<file path="src/rtl/static_id_pkg.sv">
// Shared types and address-map helpers for the static ID APB block.
package static_id_pkg;

  localparam int unsigned WORD_W           = 32;
  localparam int unsigned STATUS_VALID_BIT = 0;

  typedef enum logic [1:0] {
    ST_CAPTURE = 2'd0,
    ST_SUM     = 2'd1,
    ST_DONE    = 2'd2
  } state_e;

  // Byte offset of the checksum register, directly after the ID words.
  function automatic int unsigned checksum_offset(input int unsigned num_words);
    return 4 * num_words;
  endfunction

  // Byte offset of the status register, directly after the checksum.
  function automatic int unsigned status_offset(input int unsigned num_words);
    return (4 * num_words) + 4;
  endfunction

endpackage

</file>
<file path="src/rtl/static_reg.sv">
// Enable-loaded shadow register with asynchronous clear.
module static_reg #(
  parameter int unsigned WIDTH = 32
) (
  input  logic             clk,
  input  logic             reset_n,
  input  logic             i_en,
  input  logic [WIDTH-1:0] i_d,
  output logic [WIDTH-1:0] o_q
);

  // Load on the enable pulse, hold otherwise.
  always_ff @(posedge clk or negedge reset_n) begin
    if (!reset_n) begin
      o_q <= '0;
    end else if (i_en) begin
      o_q <= i_d;
    end
  end

endmodule

</file>
<file path="src/rtl/static_id_apb.sv">
// Captures tie-off ID words once after reset, sums them, and exposes
// words, checksum and a valid flag as read-only APB3 registers.
module static_id_apb
  import static_id_pkg::*;
#(
  parameter int unsigned NUM_WORDS  = 4,
  parameter int unsigned ADDR_WIDTH = 12
) (
  input  logic                        clk,
  input  logic                        reset_n,
  input  logic [NUM_WORDS*WORD_W-1:0] static_i,
  input  logic                        psel,
  input  logic                        penable,
  input  logic                        pwrite,
  input  logic [ADDR_WIDTH-1:0]       paddr,
  input  logic [WORD_W-1:0]           pwdata,
  output logic [WORD_W-1:0]           prdata,
  output logic                        pready,
  output logic                        pslverr,
  output logic                        id_valid
);

  localparam int unsigned ID_W   = NUM_WORDS * WORD_W;
  localparam int unsigned IDX_W  = (NUM_WORDS > 1) ? $clog2(NUM_WORDS) : 1;
  localparam int unsigned WIDX_W = ADDR_WIDTH - 2;
  localparam logic [ADDR_WIDTH-1:0] CSUM_ADDR = ADDR_WIDTH'(checksum_offset(NUM_WORDS));
  localparam logic [ADDR_WIDTH-1:0] STAT_ADDR = ADDR_WIDTH'(status_offset(NUM_WORDS));

  state_e              r_state;
  state_e              w_state_nxt;
  logic                w_capture_en;
  logic                w_sum_en;
  logic                w_done;
  logic [IDX_W-1:0]    r_index;
  logic [WORD_W-1:0]   r_checksum;
  logic                r_id_valid;
  logic [ID_W-1:0]     w_shadow;
  logic [WORD_W-1:0]   w_cur_word;
  logic                w_last;
  logic                w_access;
  logic                w_aligned;
  logic                w_is_word;
  logic                w_is_csum;
  logic                w_is_stat;
  logic [WIDX_W-1:0]   w_word_idx;
  logic [WORD_W-1:0]   w_word_rd;
  logic [WORD_W-1:0]   w_status;
  logic                w_unused_pwdata;

  // Write data has no destination; fold it so it is visibly consumed.
  assign w_unused_pwdata = ^pwdata;

  // Single wide shadow register, loaded on the capture edge only.
  static_reg #(
    .WIDTH (ID_W)
  ) u_shadow (
    .clk     (clk),
    .reset_n (reset_n),
    .i_en    (w_capture_en),
    .i_d     (static_i),
    .o_q     (w_shadow)
  );

  // FSM state register.
  always_ff @(posedge clk or negedge reset_n) begin
    if (!reset_n) begin
      r_state <= ST_CAPTURE;
    end else begin
      r_state <= w_state_nxt;
    end
  end

  // FSM next-state: one capture edge, one edge per word, then park in DONE.
  always_comb begin
    w_state_nxt = r_state;
    case (r_state)
      ST_CAPTURE: w_state_nxt = ST_SUM;
      ST_SUM:     if (w_last) w_state_nxt = ST_DONE;
      ST_DONE:    w_state_nxt = ST_DONE;
      default:    w_state_nxt = ST_CAPTURE;
    endcase
  end

  // FSM outputs: datapath strobes decoded from the current state.
  always_comb begin
    w_capture_en = 1'b0;
    w_sum_en     = 1'b0;
    w_done       = 1'b0;
    case (r_state)
      ST_CAPTURE: w_capture_en = 1'b1;
      ST_SUM:     w_sum_en     = 1'b1;
      ST_DONE:    w_done       = 1'b1;
      default:    w_capture_en = 1'b0;
    endcase
  end

  // Shadow word currently addressed by the summing index.
  always_comb begin
    w_cur_word = '0;
    for (int unsigned i = 0; i < NUM_WORDS; i++) begin
      if (r_index == IDX_W'(i)) begin
        w_cur_word = w_shadow[i*WORD_W +: WORD_W];
      end
    end
  end

  assign w_last = (r_index == IDX_W'(NUM_WORDS - 1));

  // Index, running checksum and valid flag.
  always_ff @(posedge clk or negedge reset_n) begin
    if (!reset_n) begin
      r_index    <= '0;
      r_checksum <= '0;
      r_id_valid <= 1'b0;
    end else if (w_capture_en) begin
      r_index    <= '0;
      r_checksum <= '0;
    end else if (w_sum_en) begin
      r_checksum <= r_checksum + w_cur_word;
      r_index    <= r_index + IDX_W'(1);
      if (w_last) begin
        r_id_valid <= 1'b1;
      end
    end
  end

  assign id_valid = r_id_valid;

  // Address decode for the read-only register map.
  assign w_access   = psel & penable;
  assign w_aligned  = (paddr[1:0] == 2'b00);
  assign w_is_word  = w_aligned && (paddr < CSUM_ADDR);
  assign w_is_csum  = (paddr == CSUM_ADDR);
  assign w_is_stat  = (paddr == STAT_ADDR);
  assign w_word_idx = paddr[ADDR_WIDTH-1:2];

  // Read-data selection among shadow words.
  always_comb begin
    w_word_rd = '0;
    for (int unsigned i = 0; i < NUM_WORDS; i++) begin
      if (w_word_idx == WIDX_W'(i)) begin
        w_word_rd = w_shadow[i*WORD_W +: WORD_W];
      end
    end
  end

  // Status register image.
  always_comb begin
    w_status                   = '0;
    w_status[STATUS_VALID_BIT] = r_id_valid;
  end

  // APB response: idle outside the access phase and while in reset;
  // word/checksum reads stall until the ID has been summed.
  always_comb begin
    pready  = 1'b1;
    pslverr = 1'b0;
    prdata  = '0;
    if (reset_n && w_access) begin
      if (pwrite) begin
        pslverr = 1'b1;
      end else if (w_is_stat) begin
        prdata = w_status;
      end else if (!(w_is_word || w_is_csum)) begin
        pslverr = 1'b1;
      end else if (!w_done) begin
        pready = 1'b0;
      end else if (w_is_csum) begin
        prdata = r_checksum;
      end else begin
        prdata = w_word_rd;
      end
    end
  end

endmodule
</file>
<file path="config.mk">
export PLATFORM = sky130hd
export DESIGN_NAME = static_id_apb
export DESIGN_NICKNAME = d
export VERILOG_FILES = /design/src/rtl/static_id_pkg.sv /design/src/rtl/static_reg.sv /design/src/rtl/static_id_apb.sv
export SDC_FILE = /design/constraint.sdc
export NUM_CORES = 1
export LEC_CHECK = 0
export ABC_AREA = 0
export BUFFER_PORTS_ARGS = -buffer_cell sky130_fd_sc_hd__buf_2
export CAP_MARGIN = 10
export CORE_ASPECT_RATIO = 1.5
export CORE_MARGIN = 5
export CORE_UTILIZATION = 60
export DETAILED_ROUTE_END_ITERATION = 8
export PLACE_DENSITY = 0.86
export SLEW_MARGIN = 10
export SYNTH_ARGS = -nofsm -noshare
export SYNTH_HDL_FRONTEND = slang
export SYNTH_SLANG_ARGS = --single-unit
</file>
<file path="constraint.sdc">
create_clock -name clk -period 6 [get_ports clk]
set_input_delay 0.6 -clock clk [delete_from_list [all_inputs] [get_ports clk]]
set_output_delay 0.6 -clock clk [all_outputs]
set_load 0.01 [all_outputs]
</file>
# Word-level counts from Yosys, hierarchy flattened

Cells that the tools add are included.

Memories: 0
Output and inout port bits: 35
Memory bits (writable): 0
Latch bits: 0
Logic and storage cells: 62
Register bits after elaboration: 165
Memory bits (read-only): 0
Bits of input ports: 177

Div/mod/pow operators: 0
Shift operators: 0
Add/subtract/negate cells: 2
Bitwise operators: 2
Multiply operators: 0
Eq/ne operators: 11
Magnitude comparators: 1
Mux-type cells: 32
Reductions and logical operators: 9

Operators by type and width:

| cell                                                 | number |
|---|---|
| two-way mux 32 bit                                   | 16 |
| adder 32 bit                                         | 1 |
| equality test 12 x 5 -> 1 bit, second input constant | 2 |
| equality test 10 x 2 -> 1 bit, second input constant | 2 |
| < comparator 12 x 5 -> 1 bit, second input constant  | 1 |
| two-way mux 1 bit                                    | 12 |
| equality test 10 x 1 -> 1 bit, second input constant | 1 |
| logical NOT 10 bit                                   | 1 |
| equality test 2 bit, second input constant           | 3 |
| logical NOT 2 bit                                    | 3 |
| two-way mux 2 bit                                    | 3 |
| case mux 2 bit (3 select lines)                      | 1 |
| equality test 2 x 1 -> 1 bit, second input constant  | 2 |
| AND reduction 3 bit                                  | 1 |
| adder 2 x 1 -> 2 bit, second input constant          | 1 |
| logical AND 1 bit                                    | 2 |
| != test 2 bit, second input constant                 | 1 |
| nonzero test 2 bit                                   | 1 |
| bitwise AND 1 bit                                    | 1 |
| logical OR 1 bit                                     | 1 |
| inverter 1 bit                                       | 1 |

# Logic depth before layout (Yosys ltp)

Gate-level depths: netlist (run 1).

Depth after elaboration: 11
Mapped depth: 20
Mapped depth without buffers: 18

# Hierarchy

A second synthesis (run 1) with hierarchy kept.

Cell total of the unflattened synthesis: 1,044
Area total of the unflattened synthesis: 10,412.5 um^2

By module, submodules not included:

| module        | instances | sequential area each (um^2) | area each (um^2) | cells an instance |
|---|---|---|---|---|
| static_id_apb | 1         | 925.9                       | 5,590.4          | 774 |
| static_reg    | 1         | 3,203.1                     | 4,822.1          | 270 |

# Least setup slack after synthesis (run 1)

OpenSTA, ideal clock, no wires.

Kind: register to register
Start: register r_index[0]
End: register r_checksum[28]
Buffers on the path: 2
Required time: 5.868 ns
Path slack: 2.265 ns
Cell stages (with the launch flop): 21
Arrival: 3.603 ns
Library setup time: 0.132 ns
Period minus slack after synthesis: 3.735 ns
Cells stage by stage: dfrtp_1 > inv_1 > ha_1 > nor2b_1 > buf_2 > buf_1 > a22oi_1 > nor2_1 > a21oi_1 > o21ai_0 > ha_1 > fa_1 > nand3_1 > a21oi_1 > o211ai_1 > a2bb2oi_1 > o31ai_2 > a211oi_1 > xnor2_1 > mux2i_1 > nor2_1

Longest elaborated chain between the ends: 8
Elaborated cells between the ends (all ways): 11
Classes of those cells: add/sub: 1; eq/ne: 3; mux: 6; reduce/logical: 1

RTL lines:

| what                             | line                 | text |
|---|---|---|
| start, declared                  | static_id_apb.sv:34  | `logic [IDX_W-1:0] r_index;` |
| start signal, assigned           | static_id_apb.sv:120 | `r_index <= r_index + IDX_W'(1);` |
| logical NOT 2 bit                | static_id_apb.sv:101 | `if (r_index == IDX_W'(i)) begin` |
| two-way mux 32 bit (3 in series) | static_id_apb.sv:101 |  |
| two-way mux 32 bit (*)           | static_id_apb.sv:101 |  |
| adder 32 bit (*)                 | static_id_apb.sv:119 | `r_checksum <= r_checksum + w_cur_word;` |
| two-way mux 32 bit (*)           | static_id_apb.sv:118 | `end else if (w_sum_en) begin` |
| two-way mux 32 bit (*)           | static_id_apb.sv:115 | `end else if (w_capture_en) begin` |
| end signal, assigned             | static_id_apb.sv:119 |  |
| end, declared                    | static_id_apb.sv:35  | `logic [WORD_W-1:0] r_checksum;` |

Every way passes the cells marked *; elsewhere a longest branch is shown, timed or not. The select of a mux whose other input is x is not followed.
A chain may end at the register's enable or synchronous reset.

# Final worst setup path (run 1)

Start: register r_index[0]
End: register r_checksum[31]

The elaborated chain is that of the path after synthesis.

==> results of run 1 <==
[cells in the final DEF, fill, tap and decap left out, types with 5 or more instances in the layout]
cell type	Yosys	layout
nor2_1	111	110
buf_4	1	16
a22oi_1	28	28
ha_1	46	42
a21o_1	17	17
a21oi_1	69	69
a222oi_1	30	30
xnor2_1	17	17
inv_1	10	10
nand2b_1	7	7
clkbuf_16	0	17
nand3_1	8	8
a31oi_1	5	5
clkinv_2	0	5
buf_2	3	178
o21ai_0	68	68
nor3_1	5	5
nand4_1	5	5
xor2_1	8	8
o21ai_1	8	8
mux2i_1	54	54
o211ai_1	7	7
nand2_1	86	86
a211oi_1	5	5
mux2_2	128	128
dfrtp_1	165	165
[worst max-delay path, cell delays in order, from the launching register on]
cell and delay, ps:
dfrtp_1 420, inv_1 100, ha_1 330, nor2b_2 590, buf_4 350, a22oi_1 100, nor2_1 130, a21oi_1 60
o21ai_0 230, ha_1 260, nand4_1 180, or3_1 420, a211oi_2 230, o21ai_2 100, a21oi_2 170, o21ai_2 100
a211o_1 310, o211ai_2 70, mux2_4 310
[layer usage]
metal  up-vias  routed length (um)  track usage
met4         0                1180        0.143
met5         -                   0            0
li1       3999                   -            -
met3       103                2150       0.0564
met2       435               14700        0.503
met1      4284               10400        0.345
[per-stage QoR]
stage | setup WS [ps] | hold WS (ps)
6_report | 1400 | 45.6
5_1_grt | 1090 | 73.0
4_1_cts | 1400 | 53.6
3_5_place_dp | 1450 | 466
3_3_place_gp | 1430 | 468
2_1_floorplan | 2270 | 304
[layout make-up]
class                   count  area [um2]
clock buffers              18         429
clock inverters            14         103
flip-flops and latches    165        4130
repair buffers            196        1040
fillers                  1216        4990
multi-input cells         768        5700
inverters                  10        37.5
well taps                 210         263
[kinds of logic (layout without fill, tap and decap cells)]
kind of cell	after synthesis	count (layout)
muxes	185	185
adders and majority gates	47	47
buffers and inverters	80	238
xor gates and xnor gates	25	25
DFF	165	165
AOI/OAI and AO/OA	261	261
and+or+nand+nor	250	250
[worst max path at each step]
stage / start / to / slack, ps / depth (start not counted)
floorplan: r_index[0] / r_checksum[28] / 2270 / 20
global placement: r_index[0] / r_checksum[31] / 1430 / 18
detailed placement: r_index[0] / r_checksum[31] / 1450 / 18
CTS: r_index[0] / r_checksum[31] / 1400 / 18
global route: r_index[1] / r_checksum[28] / 1090 / 17
finish: r_index[0] / r_checksum[31] / 1400 / 18
[report_power, final]
group	switching [mW]	total, mW	internal [mW]
Sequential	0.151	1.42	1.26
Clock	0.481	1.01	0.533
Combinational	0.683	1.27	0.586
Total	1.31	3.70	2.38
[registers in the layout, indices dropped and copies added, names as in the netlist]
name / flops
r_index: 2
r_state: 2
id_valid: 1
r_checksum: 32
u_shadow.o_q: 128
==> flow_metrics.tcl, run 1 <==
set metrics [dict create \
    p_per_area_nw_per_um2 316 \
    synth_fp_nets 1237 \
    place_hpwl_mm 19.7 \
    syn_inst 1013 \
    dp_cells 1349 \
    totalPowerFinal_mw 3.70 \
    drive_above_1_share 0.326 \
    io_buffers 179 \
    slew_violations 0 \
    synth-simple-area-share 0.108 \
    synth_area_um2 10100 \
    reg2regPathDepth 18 \
    rows 58 \
    synth_cell_type_count 68 \
    cts_root_buf "clkbuf_16" \
    grt.overflow.total 0 \
    first_pass_iters 8 \
    drtAntennaViolNets 0 \
    synth_xor_xnor_area_share 0.0216 \
    clk_path_buf_depth 2 \
    critical_path_class "flip-flop to flip-flop" \
    placed_cell_area_um2 11200 \
    hold_viol_final 0 \
    initial_core_util 0.607 \
    fp.dieH_um 169 \
    ctsHoldBuffers 0 \
    cp.required_ps 6330 \
    clock.fmax_mhz 217 \
    drtIter0Drc 893 \
    fin_util 0.701 \
    gp_congestion 0.908 \
    grt_max_degree 87 \
    worstSkewPairLatency_ps 450 \
    routed_wl_mm 28.5 \
    status "complete, no violations" \
    fin_crit_sh 0.767 \
    layout-area-overhead-vs-synth_pct 15.5 \
    cap_viol_max_count 0 \
    htreeDepth 4 \
    yosys-mux-area-fraction 0.202 \
    track_usage 0.292 \
    synth_top_family_by_area "multiplexers" \
    post_cts_resized 0 \
    synth_edf_count 0 \
    clkSinkCount 165 \
    wl_per_cell_um 20.6 \
    cts_setup_buffers 0 \
    max-slew-margin-rel 0.244 \
    die-width_um 116 \
    synth-seq-cells 165 \
    drc 0 \
    synth_common_cells "dfrtp_1 (165), mux2_2 (128), nor2_1 (111)" \
    synth_most_common_cell "dfrtp_1" \
    clkTransAtPathRegs_ps 60 \
    avgSynthCellArea_um2 10.0 \
    final_area_um2 11700 \
    path_max_fanout 13 \
    antenna_found_initial 0 \
    ioPinCount 212 \
    grt_setup_unrepaired "no" \
    timing_worst_slew_pin_value_ps 1130 \
    ys_top_cells_by_area "dfrtp_1 (41%), mux2_2 (14%), ha_1 (5.7%), mux2i_1 (5.3%), nor2_1 (4.1%)" \
    async_flop_share 1.00 \
    fin_skew_ps 9.31 \
    cts_tree "done" \
    cp-end-kind "flip-flop" \
    core-area_um2 16700 \
    grt_pass1_vias 9097 \
    diodes 0 \
    yosysSeqAreaShare 0.408 \
    dieArea_um2 19600 \
    synth.largest_area_cell "dfrtp_1" \
    setup_tns_ps 0 \
    grt_pass1_wl_mm 44.8 \
    period_minus_slack_ps 4600 \
    hold_class "input port to asynchronous set/reset pin" \
    yosys_most_used_dff "dfrtp_1" \
    rr_endpoint "r_checksum[31]" \
    crit_arrival_ps 4930 \
    num_vias 8821 \
    ir_worst_vdd_mv 0.212 \
    cp-start-kind "flip-flop" \
    ys_warn_count 0 \
    timing.rr.start "r_index[0]" \
    cts_buffers 17 \
    reg2reg_slack_ps 1400 \
    final_nets 1382 \
    synth_compound_area_frac 0.170 \
    fin_cells 1381 \
    cellLeakagePower_nw 5.19 \
    synthAdderAreaFrac 0.0588 \
    yosysTopAreaCellShare 0.408 \
    drt-vias-per-instance 6.39 \
    finalSetupViolCount 0 \
]
No activity file was read; power rests on OpenSTA's default activity.
==> inputs of run 2 (changes only) <==
--- a/config.mk
+++ b/config.mk
@@ -10,9 +10,9 @@
 export CAP_MARGIN = 10
 export CORE_ASPECT_RATIO = 1.5
 export CORE_MARGIN = 5
-export CORE_UTILIZATION = 60
+export CORE_UTILIZATION = 50
 export DETAILED_ROUTE_END_ITERATION = 8
-export PLACE_DENSITY = 0.86
+export PLACE_DENSITY = 0.77
 export SLEW_MARGIN = 10
 export SYNTH_ARGS = -nofsm -noshare
 export SYNTH_HDL_FRONTEND = slang
==> constraint.sdc (replaced) <==
create_clock -name clk -period 3.9 [get_ports clk]
set_input_delay 0.39 -clock clk [delete_from_list [all_inputs] [get_ports clk]]
set_output_delay 0.39 -clock clk [all_outputs]
set_load 0.01 [all_outputs]
==> run 2 against run 1 <==
Compared with the run above:
- flip-flop and latch count is the same
- via count grew 0.17%
- largest cell class unchanged
- global-route usage shrank 4.4 points
- clock power grew 82%
- highest routed layer unchanged
- first-iteration DRC count shrank 16%
- power grew 66%
- critical path type unchanged
- utilization shrank 7.8 points
==> flow_metrics.tcl, run 2 (synthesized netlist as in run 1, its figures left out) <==
set metrics [dict create \
    status "complete, no violations" \
    path_delay_family "compound AO/OA/AOI/OAI gates" \
    drt-vias-per-instance 5.99 \
    path_max_fanout 37 \
    finalWorstSetupSlack_ps 167 \
    routed_wl_mm 28.9 \
    p_per_area_nw_per_um2 496 \
    pre_cts_slack_ps -393 \
    largest-register "u_shadow.o_q" \
    period_minus_slack_ps 3730 \
    final_nets 1427 \
    num_vias 8836 \
    layout_commonest_cell "buf_2" \
    first_pass_iters 8 \
    drtIter0Drc 746 \
    htreeDepth 4 \
    fin_cells 1476 \
    core-area_um2 19900 \
    critical_path.max_stage_delay_ps 400 \
    crit_buf_inv 2 \
    critical_path_class "flip-flop to flip-flop" \
    hold_class "input port to flip-flop" \
    cp-start-kind "flip-flop" \
    largest_register_ff_count 128 \
    rows 63 \
    cts_root_buf "clkbuf_16" \
    dieArea_um2 23300 \
    grt.overflow.total 0 \
    track_usage 0.248 \
    slew_violations 0 \
    cp.required_ps 4220 \
    clock.fmax_mhz 268 \
    fin_util 0.623 \
    top_regs "u_shadow.o_q: 128 flops, r_checksum: 32 flops" \
    whs_ps 182 \
    cap_viol_max_count 0 \
    final_area_um2 12400 \
    hold_viol_final 0 \
    drtAntennaViolNets 0 \
    crit_arrival_ps 4050 \
    placed_cell_area_um2 11600 \
    cts_buffers 17 \
    place_hpwl_mm 20.3 \
    fin_crit_sh 0.957 \
    totalPowerFinal_mw 6.14 \
    setup_tns_ps 0 \
    crit_path_frequent_cell "o21ai_2" \
    wl_per_cell_um 19.6 \
    drive_above_1_share 0.360 \
    dp_cells 1436 \
    ir_worst_vdd_mv 0.352 \
    crit_slowest_cell "dfrtp_1" \
    gp_congestion 0.911 \
    cellLeakagePower_nw 5.51 \
    layout-area-overhead-vs-synth_pct 22.2 \
    diodes 0 \
    drc 0 \
    initial_core_util 0.510 \
    io_buffers 179 \
    antenna_found_initial 0 \
    finalSetupViolCount 0 \
    max-slew-margin-rel 0.328 \
    ioPinCount 212 \
    cts_tree "done" \
    grt_pass1_vias 9317 \
    layout_common_cells "buf_2 (178), dfrtp_1 (165), mux2_2 (128)" \
    worstSkewPairLatency_ps 440 \
    clk_path_buf_depth 2 \
    timing_worst_slew_pin_value_ps 1010 \
    fillers 1651 \
    cp-end-kind "flip-flop" \
    clkSinkCount 165 \
    fin_skew_ps 10.6 \
    clkTransAtPathRegs_ps 70 \
    cp_cell_sequence "buf_4 > ha_4 > buf_12 > a22oi_1 > nor2_1 > a21oi_1 > o21ai_0 > ha_1 > nand2_4 > or3_1 > a211oi_2 > o21ai_2 > a21oi_2 > o21ai_2 > a211o_1 > o211ai_2 > mux2_4" \
    die-width_um 126 \
    grt_pass1_wl_mm 46.3 \
    fp.dieH_um 184 \
    grt_max_degree 79 \
]
## run 2: report_power, final
part	leakage (nW)	total [mW]	internal, mW	switching, mW
Combinational	3.28	2.12	1.03	1.09
Sequential	1.92	2.19	1.95	0.241
Clock	0.307	1.84	1.09	0.748
Total	5.51	6.14	4.07	2.07
## run 2: layout make-up
class,count,area [um2],area share
clock inverters,15,216,0.0175
clock buffers,17,425,0.0344
inverters,10,37.5,0.00303
multi-input cells,768,5760,0.465
flip-flops and latches,165,4130,0.334
well taps,260,325,0.0263
repair buffers,241,1480,0.120
## run 2: path summary, 6_finish.rpt
kind                          startpoint                 to  slack [ps]  cells past startpoint
hold reg to reg                 id_valid           id_valid         530                      1
setup / recovery              r_index[0]     r_checksum[31]         170                     17
min in group asynchronous        reset_n     r_checksum[26]         390                      2
hold / removal             static_i[107]  u_shadow.o_q[107]         180                      2
setup reg to reg              r_index[0]     r_checksum[31]         170                     17
max in group asynchronous        reset_n   u_shadow.o_q[95]        2210                      3
## run 2: timing repair
item,CTS,global route
hold buffers,1,0
hold endpoints to repair,26,0
pin swaps,0,16
setup endpoints to repair,20,13
buffers inserted,5,2
gates resized for setup,2,20
## run 2: routing by layer
metal	up-vias	wire length, um	GRT usage
met5	-	0	0
met4	0	1100	0.120
met3	76	1410	0.0348
met2	340	15100	0.446
met1	4335	11300	0.290
li1	4085	-	-
## run 2: worst reg2reg max path, stage by stage (launching register included)
cell,delay (ps)
dfrtp_1,400
buf_4,150
ha_4,180
buf_12,200
a22oi_1,230
nor2_1,70
a21oi_1,100
o21ai_0,120
ha_1,360
nand2_4,60
or3_1,400
a211oi_2,280
o21ai_2,120
a21oi_2,170
o21ai_2,90
a211o_1,310
o211ai_2,70
mux2_4,310
